===== config.mk =====
export PLATFORM = sky130hd
export DESIGN_NAME = dmem_ctrl
export DESIGN_NICKNAME = d
export VERILOG_FILES = /design/src/rtl/dmem_ctrl.sv
export SDC_FILE = /design/constraint.sdc
export NUM_CORES = 1
export LEC_CHECK = 0
export BUFFER_PORTS_ARGS = -buffer_cell sky130_fd_sc_hd__clkbuf_2
export CORE_MARGIN = 2
export CORE_UTILIZATION = 45
export CTS_BUF_LIST = sky130_fd_sc_hd__clkbuf_2
export DETAILED_ROUTE_END_ITERATION = 6
export GPL_TIMING_DRIVEN = 0
export PLACE_DENSITY = 0.75
export SYNTH_ARGS = -nofsm -noshare
export SYNTH_HDL_FRONTEND = slang
export SYNTH_SLANG_ARGS = --single-unit
export TNS_END_PERCENT = 100

===== constraint.sdc =====
create_clock -name clk -period 3.7 [get_ports clk]
set_input_delay 0.37 -clock clk [delete_from_list [all_inputs] [get_ports clk]]
set_output_delay 0.37 -clock clk [all_outputs]
set_load 0.1 [all_outputs]

===== src/rtl/dmem_ctrl.sv =====
// Data-memory controller: accepts one load/store from the pipeline, checks alignment,
// performs the memory handshake, and returns aligned/extended load data or an error.
module dmem_ctrl #(
    parameter int unsigned TIMEOUT = 255
) (
    input  logic        clk,
    input  logic        reset,
    input  logic        req_valid,
    input  logic        req_we,
    input  logic [31:0] req_addr,
    input  logic [31:0] req_wdata,
    input  logic [1:0]  req_st_size,
    input  logic [2:0]  req_ld_size,
    output logic        stall,
    output logic        resp_valid,
    output logic [31:0] resp_rdata,
    output logic        resp_err,
    output logic        mem_req_valid,
    input  logic        mem_req_ready,
    output logic [29:0] mem_addr,
    output logic        mem_rw,
    output logic [31:0] mem_wdata,
    output logic [3:0]  mem_wmask,
    input  logic        mem_resp_valid,
    input  logic [31:0] mem_resp_data
);

    typedef enum logic [1:0] {
        IDLE,
        ISSUE,
        WAIT,
        DONE
    } state_t;

    localparam logic [7:0] LAST_WAIT = 8'(TIMEOUT - 1);

    state_t      state_q;
    logic [1:0]  addrLow_q;
    logic [2:0]  ldSize_q;
    logic [29:0] memAddr_q;
    logic        memRw_q;
    logic [31:0] memWdata_q;
    logic [3:0]  memWmask_q;
    logic [31:0] rdata_q;
    logic        err_q;
    logic [7:0]  waitCnt_q;

    logic        acceptErr_d;
    logic [3:0]  storeMask_d;
    logic [31:0] storeData_d;
    logic [31:0] loadData_d;
    logic [7:0]  loadByte;
    logic [15:0] loadHalf;

    // Only the size field relevant to the operation kind can raise an error.
    always_comb begin
        acceptErr_d = 1'b0;
        if (req_we) begin
            case (req_st_size)
                2'b01:   acceptErr_d = req_addr[0];
                2'b10:   acceptErr_d = |req_addr[1:0];
                2'b11:   acceptErr_d = 1'b1;
                default: acceptErr_d = 1'b0;
            endcase
        end else begin
            case (req_ld_size)
                3'b001, 3'b101:         acceptErr_d = req_addr[0];
                3'b010:                 acceptErr_d = |req_addr[1:0];
                3'b011, 3'b110, 3'b111: acceptErr_d = 1'b1;
                default:                acceptErr_d = 1'b0;
            endcase
        end
    end

    always_comb begin
        storeMask_d = 4'b1111;
        storeData_d = req_wdata;
        case (req_st_size)
            2'b00: begin
                storeMask_d = 4'b0001 << req_addr[1:0];
                storeData_d = {4{req_wdata[7:0]}};
            end
            2'b01: begin
                storeMask_d = 4'b0011 << req_addr[1:0];
                storeData_d = {2{req_wdata[15:0]}};
            end
            default: begin
                storeMask_d = 4'b1111;
                storeData_d = req_wdata;
            end
        endcase
    end

    always_comb begin
        loadByte   = mem_resp_data[7:0];
        loadHalf   = addrLow_q[1] ? mem_resp_data[31:16] : mem_resp_data[15:0];
        loadData_d = mem_resp_data;
        case (addrLow_q)
            2'b00:   loadByte = mem_resp_data[7:0];
            2'b01:   loadByte = mem_resp_data[15:8];
            2'b10:   loadByte = mem_resp_data[23:16];
            default: loadByte = mem_resp_data[31:24];
        endcase
        case (ldSize_q)
            3'b000:  loadData_d = {{24{loadByte[7]}}, loadByte};
            3'b001:  loadData_d = {{16{loadHalf[15]}}, loadHalf};
            3'b100:  loadData_d = {24'h0, loadByte};
            3'b101:  loadData_d = {16'h0, loadHalf};
            default: loadData_d = mem_resp_data;
        endcase
    end

    always_ff @(posedge clk or posedge reset) begin
        if (reset) begin
            state_q    <= IDLE;
            addrLow_q  <= '0;
            ldSize_q   <= '0;
            memAddr_q  <= '0;
            memRw_q    <= 1'b0;
            memWdata_q <= '0;
            memWmask_q <= '0;
            rdata_q    <= '0;
            err_q      <= 1'b0;
            waitCnt_q  <= '0;
        end else begin
            case (state_q)
                IDLE: begin
                    if (req_valid) begin
                        addrLow_q  <= req_addr[1:0];
                        ldSize_q   <= req_ld_size;
                        memAddr_q  <= req_addr[31:2];
                        memRw_q    <= req_we;
                        memWdata_q <= req_we ? storeData_d : 32'h0;
                        memWmask_q <= req_we ? storeMask_d : 4'h0;
                        rdata_q    <= '0;
                        err_q      <= acceptErr_d;
                        state_q    <= acceptErr_d ? DONE : ISSUE;
                    end
                end
                ISSUE: begin
                    if (mem_req_ready) begin
                        waitCnt_q <= '0;
                        state_q   <= memRw_q ? DONE : WAIT;
                    end
                end
                WAIT: begin
                    // A response arriving on the timeout cycle still wins over the abort.
                    if (mem_resp_valid) begin
                        rdata_q <= loadData_d;
                        state_q <= DONE;
                    end else if (waitCnt_q == LAST_WAIT) begin
                        rdata_q <= '0;
                        err_q   <= 1'b1;
                        state_q <= DONE;
                    end else begin
                        waitCnt_q <= waitCnt_q + 8'd1;
                    end
                end
                default: begin
                    state_q <= IDLE;
                end
            endcase
        end
    end

    assign stall         = (state_q == ISSUE) || (state_q == WAIT);
    assign resp_valid    = (state_q == DONE);
    assign resp_rdata    = resp_valid ? rdata_q : 32'h0;
    assign resp_err      = resp_valid & err_q;
    assign mem_req_valid = (state_q == ISSUE);
    assign mem_addr      = memAddr_q;
    assign mem_rw        = memRw_q;
    assign mem_wdata     = memWdata_q;
    assign mem_wmask     = memWmask_q;

endmodule


; Yosys cells after proc, flatten, opt, wreduce, memory -nomap -nowiden
; Index checks and enable logic that the tools add are counted.
; Widths: inputs -> output; s select.
[classes]
mul = 0
eq_ne = 24
n_lt_le_gt_ge = 0
n_addsub = 1
reduce_logical = 15
shifts = 2
div_mod_pow = 0
bitwise_logic = 1
n_mux = 30
[ops]
columns = op, count
row1 = $mux 32, 5
row2 = $pmux 32 s2, 2
row3 = $pmux 32 s4, 1
row4 = $mux 8, 3
row5 = $pmux 8 s3, 1
row6 = $mux 16, 1
row7 = $pmux 8 s2, 1
row8 = $eq 3x3->1 const B, 5
row9 = $eq 2x2->1 const B, 5
row10 = $mux 2, 5
row11 = $add 8x1->8 const B, 1
row12 = $eq 8x8->1 const B, 1
row13 = $ne 2x2->1 const B, 4
row14 = $pmux 4 s2, 1
row15 = $reduce_and 4->1, 2
row16 = $eq 2x1->1 const B, 3
row17 = $eq 3x1->1 const B, 2
row18 = $eq 3x2->1 const B, 2
row19 = $logic_not 2->1, 3
row20 = $pmux 1 s3, 2
row21 = $pmux 2 s3, 1
row22 = $reduce_and 3->1, 2
row23 = $mux 1, 5
row24 = $mux 4, 1
row25 = other kinds (12), 14
[totals]
n_memories = 0
wordCells = 83
input_bits = 107
latchBits = 0
ff_bits = 115
ram_bits = 0
mem_bits_ro = 0

; Longest topological paths before layout
[depth]
word_depth = 7
ltp_mapped = 7

; Least setup slack after synthesis
; No wires, ideal clock.
[synth_timing]
kind = flip-flop to output port
startpoint = register state_q[1]
endpoint = output port resp_rdata[10]
path_slack_ns = 1.008
path_stages_with_launch = 4
arrival_time_ns = 2.322
t_required_ns = 3.330
path_cell_list = dfrtp_1 ha_1 clkbuf_1 and2_1
[synth_via]
elab_chain_len = 2
[synth_lines]
columns = element, line_no
row1 = from (decl), 37  ; state_t state_q;
row2 = from (signal assigned), 137  ; state_q <= acceptErr_d ? DONE : ISSUE;
row3 = from (signal assigned), 143  ; state_q <= memRw_q ? DONE : WAIT;
row4 = $eq 2x2->1, 167  ; assign resp_valid = (state_q == DONE);
row5 = via resp_valid, 15  ; output logic resp_valid,
row6 = $mux 32, 168  ; assign resp_rdata = resp_valid ? rdata_q : 32'h0;
row7 = to (decl), 16  ; output logic [31:0] resp_rdata,
; The timed path passes the listed nets, and every way through them passes these cells.

; Worst setup path after layout
[layout_timing]
startpoint = register state_q[1]
endpoint = output port resp_rdata[6]
[layout_via]
elab_chain_len = 2
[layout_lines]
columns = element, line_no
row1 = $eq 2x2->1, 167
row2 = $mux 32, 168
; Every way passes these cells.

==> key figures <==
Outcome
  • Status: completed

Logic synthesis
  • Top-area cell type share of the netlist area: 51.2%
  • Post-synthesis compound-gate area fraction: 16.0%
  • Register area share after synthesis: 51.2%
  • Syn_area_per_cell: 10.8 um^2
  • Yosys warnings: 0
  • EDFF count, synth: 0
  • Cell area after synthesis: 5620 um^2
  • Post-synthesis mux area share: 13.1%
  • Cell with the most instances after synthesis: dfrtp_1
  • Post-synthesis xor/xnor area fraction: 0%
  • Post-synth top area cell: dfrtp_1
  • Simple-gate portion of the synthesized area: 14.8%
  • #FFs+latches synth: 115
  • Ys flop type: dfrtp_1
  • Syn_nets: 636
  • Distinct cells, synth: 56
  • Post-synthesis adder-cell area fraction: 1.34%
  • Share of synthesized registers carrying an async set or reset: 100%
  • Synth cell count leaders: dfrtp_1 (115), nand2_1 (55), o21ai_0 (45), and2_1 (34), mux2_2 (34)
  • Largest family of logic cells by synthesized area: compound AO/OA/AOI/OAI gates
  • Largest cells by area after synthesis: dfrtp_1 (51%), mux2_2 (6.8%), mux2i_1 (5.9%)
  • Gate Count Post-Synth: 523

Critical path
  • Startpoint types: flip-flop
  • Worst-path fanout max: 10
  • WP data required: 3.33 ns
  • Max incr delay on CP: 0.47 ns
  • Slowest cell on crit path: clkbuf_2
  • CP top delay family: buffers and inverters
  • Critical Path AT: 2.69 ns
  • Cell-by-cell trace of the critical path: ha_1 > clkbuf_1 > and2_1 > clkbuf_2
  • Worst setup path category: reg2out
  • CP Capture Type: output pin
  • Worst path bufs/invs: 2

CTS
  • Clk sinks: 115
  • Max H-tree Level: 4
  • Clk buf depth: 2
  • Hold buffers post-CTS: 104
  • CTS clk-pin slew, worst paths: 0.19 ns
  • Worst skew pair latency: 0.73 ns
  • CTS tree: built
  • CTS root buf: clkbuf_2
  • Post CTS Setup Buffer Count: 0
  • CTS resizes: 0
  • Number of CTS-inserted buffers: 17

Timing
  • RSZ-0062 raised after global routing: no
  • Setup violations, final: 0
  • Worst slew pin tran: 0.782 ns
  • Final number of hold-violating endpoints: 0
  • Rel. slew slack: 47.9%
  • Min Clock Period, post-route: 3.06 ns
  • Worst Clk Skew: 0.0482 ns
  • Max-slew violation count: 0
  • Fin crit share: 82.6%
  • Setup tns final: 0 ns
  • Achievable Freq: 327 MHz

Global routing
  • First-pass GRT wire length: 29900 um
  • GR Util All Layers: 29.1%
  • Grt total ovfl: 0
  • Vias in the first global route: 6044
  • Largest net degree at the start of global routing: 62
  • Antenna violations before repair: 0

Layout
  • Finished Layout Cells: 1036
  • # diodes: 0
  • Share of layout cells above drive strength 1: 34.4%
  • Layout net count: 968
  • Area Overhead vs Synth: 45.6%

Die
  • Die width: 116 um
  • # IOs: 210
  • Die Y: 116 um
  • Site Rows: 40
  • Core Box Area: 12100 um^2
  • Die area: 13400 um^2
  • Initial core utilization: 46.4%

Route
  • Drt initial violations: 379
  • Wire per inst: 18.0 um
  • Drt pass-1 iters: 5
  • DRT Wirelength: 18600 um
  • Vias per std cell: 5.46
  • Vias: 5657
  • Final ANT Viol Nets: 0
  • DR DRC count: 0

Placed design
  • Placed cell count: 900
  • IO Port Bufs: 208
  • GP Congestion: 0.916
  • Hpwl dp: 12400 um

Run
  • Max Cap Violations: 0

Min path
  • Worst hold path type: in2reg
## layout by cell type, fill, tap and decap left out, types with 2 or more instances in the layout
| cell type | n |
|---|---|
| a2111oi_0 | 6 |
| a21oi_1 | 17 |
| a221o_1 | 22 |
| a32o_1 | 9 |
| and2_1 | 34 |
| buf_2 | 9 |
| buf_6 | 3 |
| bufinv_16 | 2 |
| clkbuf_1 | 19 |
| clkbuf_2 | 225 |
| clkinv_2 | 3 |
| clkinv_4 | 5 |
| clkinvlp_4 | 3 |
| dfrtp_1 | 115 |
| dlygate4sd3_1 | 104 |
| ha_1 | 6 |
| inv_1 | 9 |
| inv_6 | 2 |
| mux2_2 | 34 |
| mux2i_1 | 33 |
| nand2_1 | 55 |
| nand2b_1 | 13 |
| nand3_1 | 6 |
| nand3b_1 | 2 |
| nor2_1 | 23 |
| nor2b_1 | 4 |
| nor3_1 | 8 |
| nor3b_1 | 5 |
| nor4_1 | 3 |
| o21a_1 | 2 |
| o21ai_0 | 45 |
| o21ai_1 | 8 |
| or3_1 | 2 |
## kinds of logic (layout without fill, tap and decap cells)
group | count (synthesis) | in the layout
AOI/OAI and AO/OA | 127 | 127
adders and majority gates | 6 | 6
buffers and inverters | 43 | 388
DFF | 115 | 115
muxes | 68 | 68
and+or+nand+nor | 164 | 164
## per-layer routing
layer  GRT usage [%]  wire (um)  vias to the layer above
met3            7.58       1450                       70
met5               0          0                        -
li1                -          -                     2566
met2            49.7       9140                      328
met4            15.2        810                        0
met1            33.9       7250                     2693
## flip-flops by register name (all words and copies together), names as in the netlist
name       cells
mem_wdata     32
rdata_q       32
mem_addr      30
waitCnt_q      8
mem_wmask      4
ldSize_q       3
addrLow_q      2
state_q        2
err_q          1
mem_rw         1
## worst min-delay path, cell delays in order
cell and delay (ns):
clkbuf_2 0.10, inv_1 0.07, a221oi_1 0.08, a22o_1 0.17
## final timing paths
path | startpoint | to | slack, ns | cells after the start
worst max-delay path | state_q[1] | resp_rdata[6] | 0.64 | 4
min in group asynchronous | reset | ldSize_q[2] | 0.32 | 3
worst min-delay path | mem_resp_data[7] | rdata_q[7] | 0.1 | 4
worst min register to register | mem_wdata[0] | mem_wdata[0] | 0.51 | 2
max in group asynchronous | reset | rdata_q[31] | 2.58 | 4
worst max register to register | state_q[1] | mem_addr[9] | 1.49 | 6
## per-stage QoR
step	hold slack (ns)	worst slack [ns]	cell area, um^2	utilization, %
final	0.0995	0.642	8190	67.6
after global routing	0.0960	0.504	8190	67.6
after CTS	0.0391	0.624	8190	67.6
after detailed placement	0.470	1.46	6900	57.0
after global placement	0.463	-0.958	6870	56.8
after floorplan	0.458	0.286	5620	-
## layout make-up
type,instances,area (um^2)
Clock inverter,15,159
Inverter,10,40.0
Multi-Input combinational cell,365,2550
Buffer,33,161
Tap cell,168,210
Sequential cell,115,2880
Timing Repair Buffer,313,2110
Fill cell,898,3920
Clock buffer,17,85.1
Power is left out: the tool's default activity adds up to more than one toggle a clock period on the data nets, which glitch-free logic cannot reach.
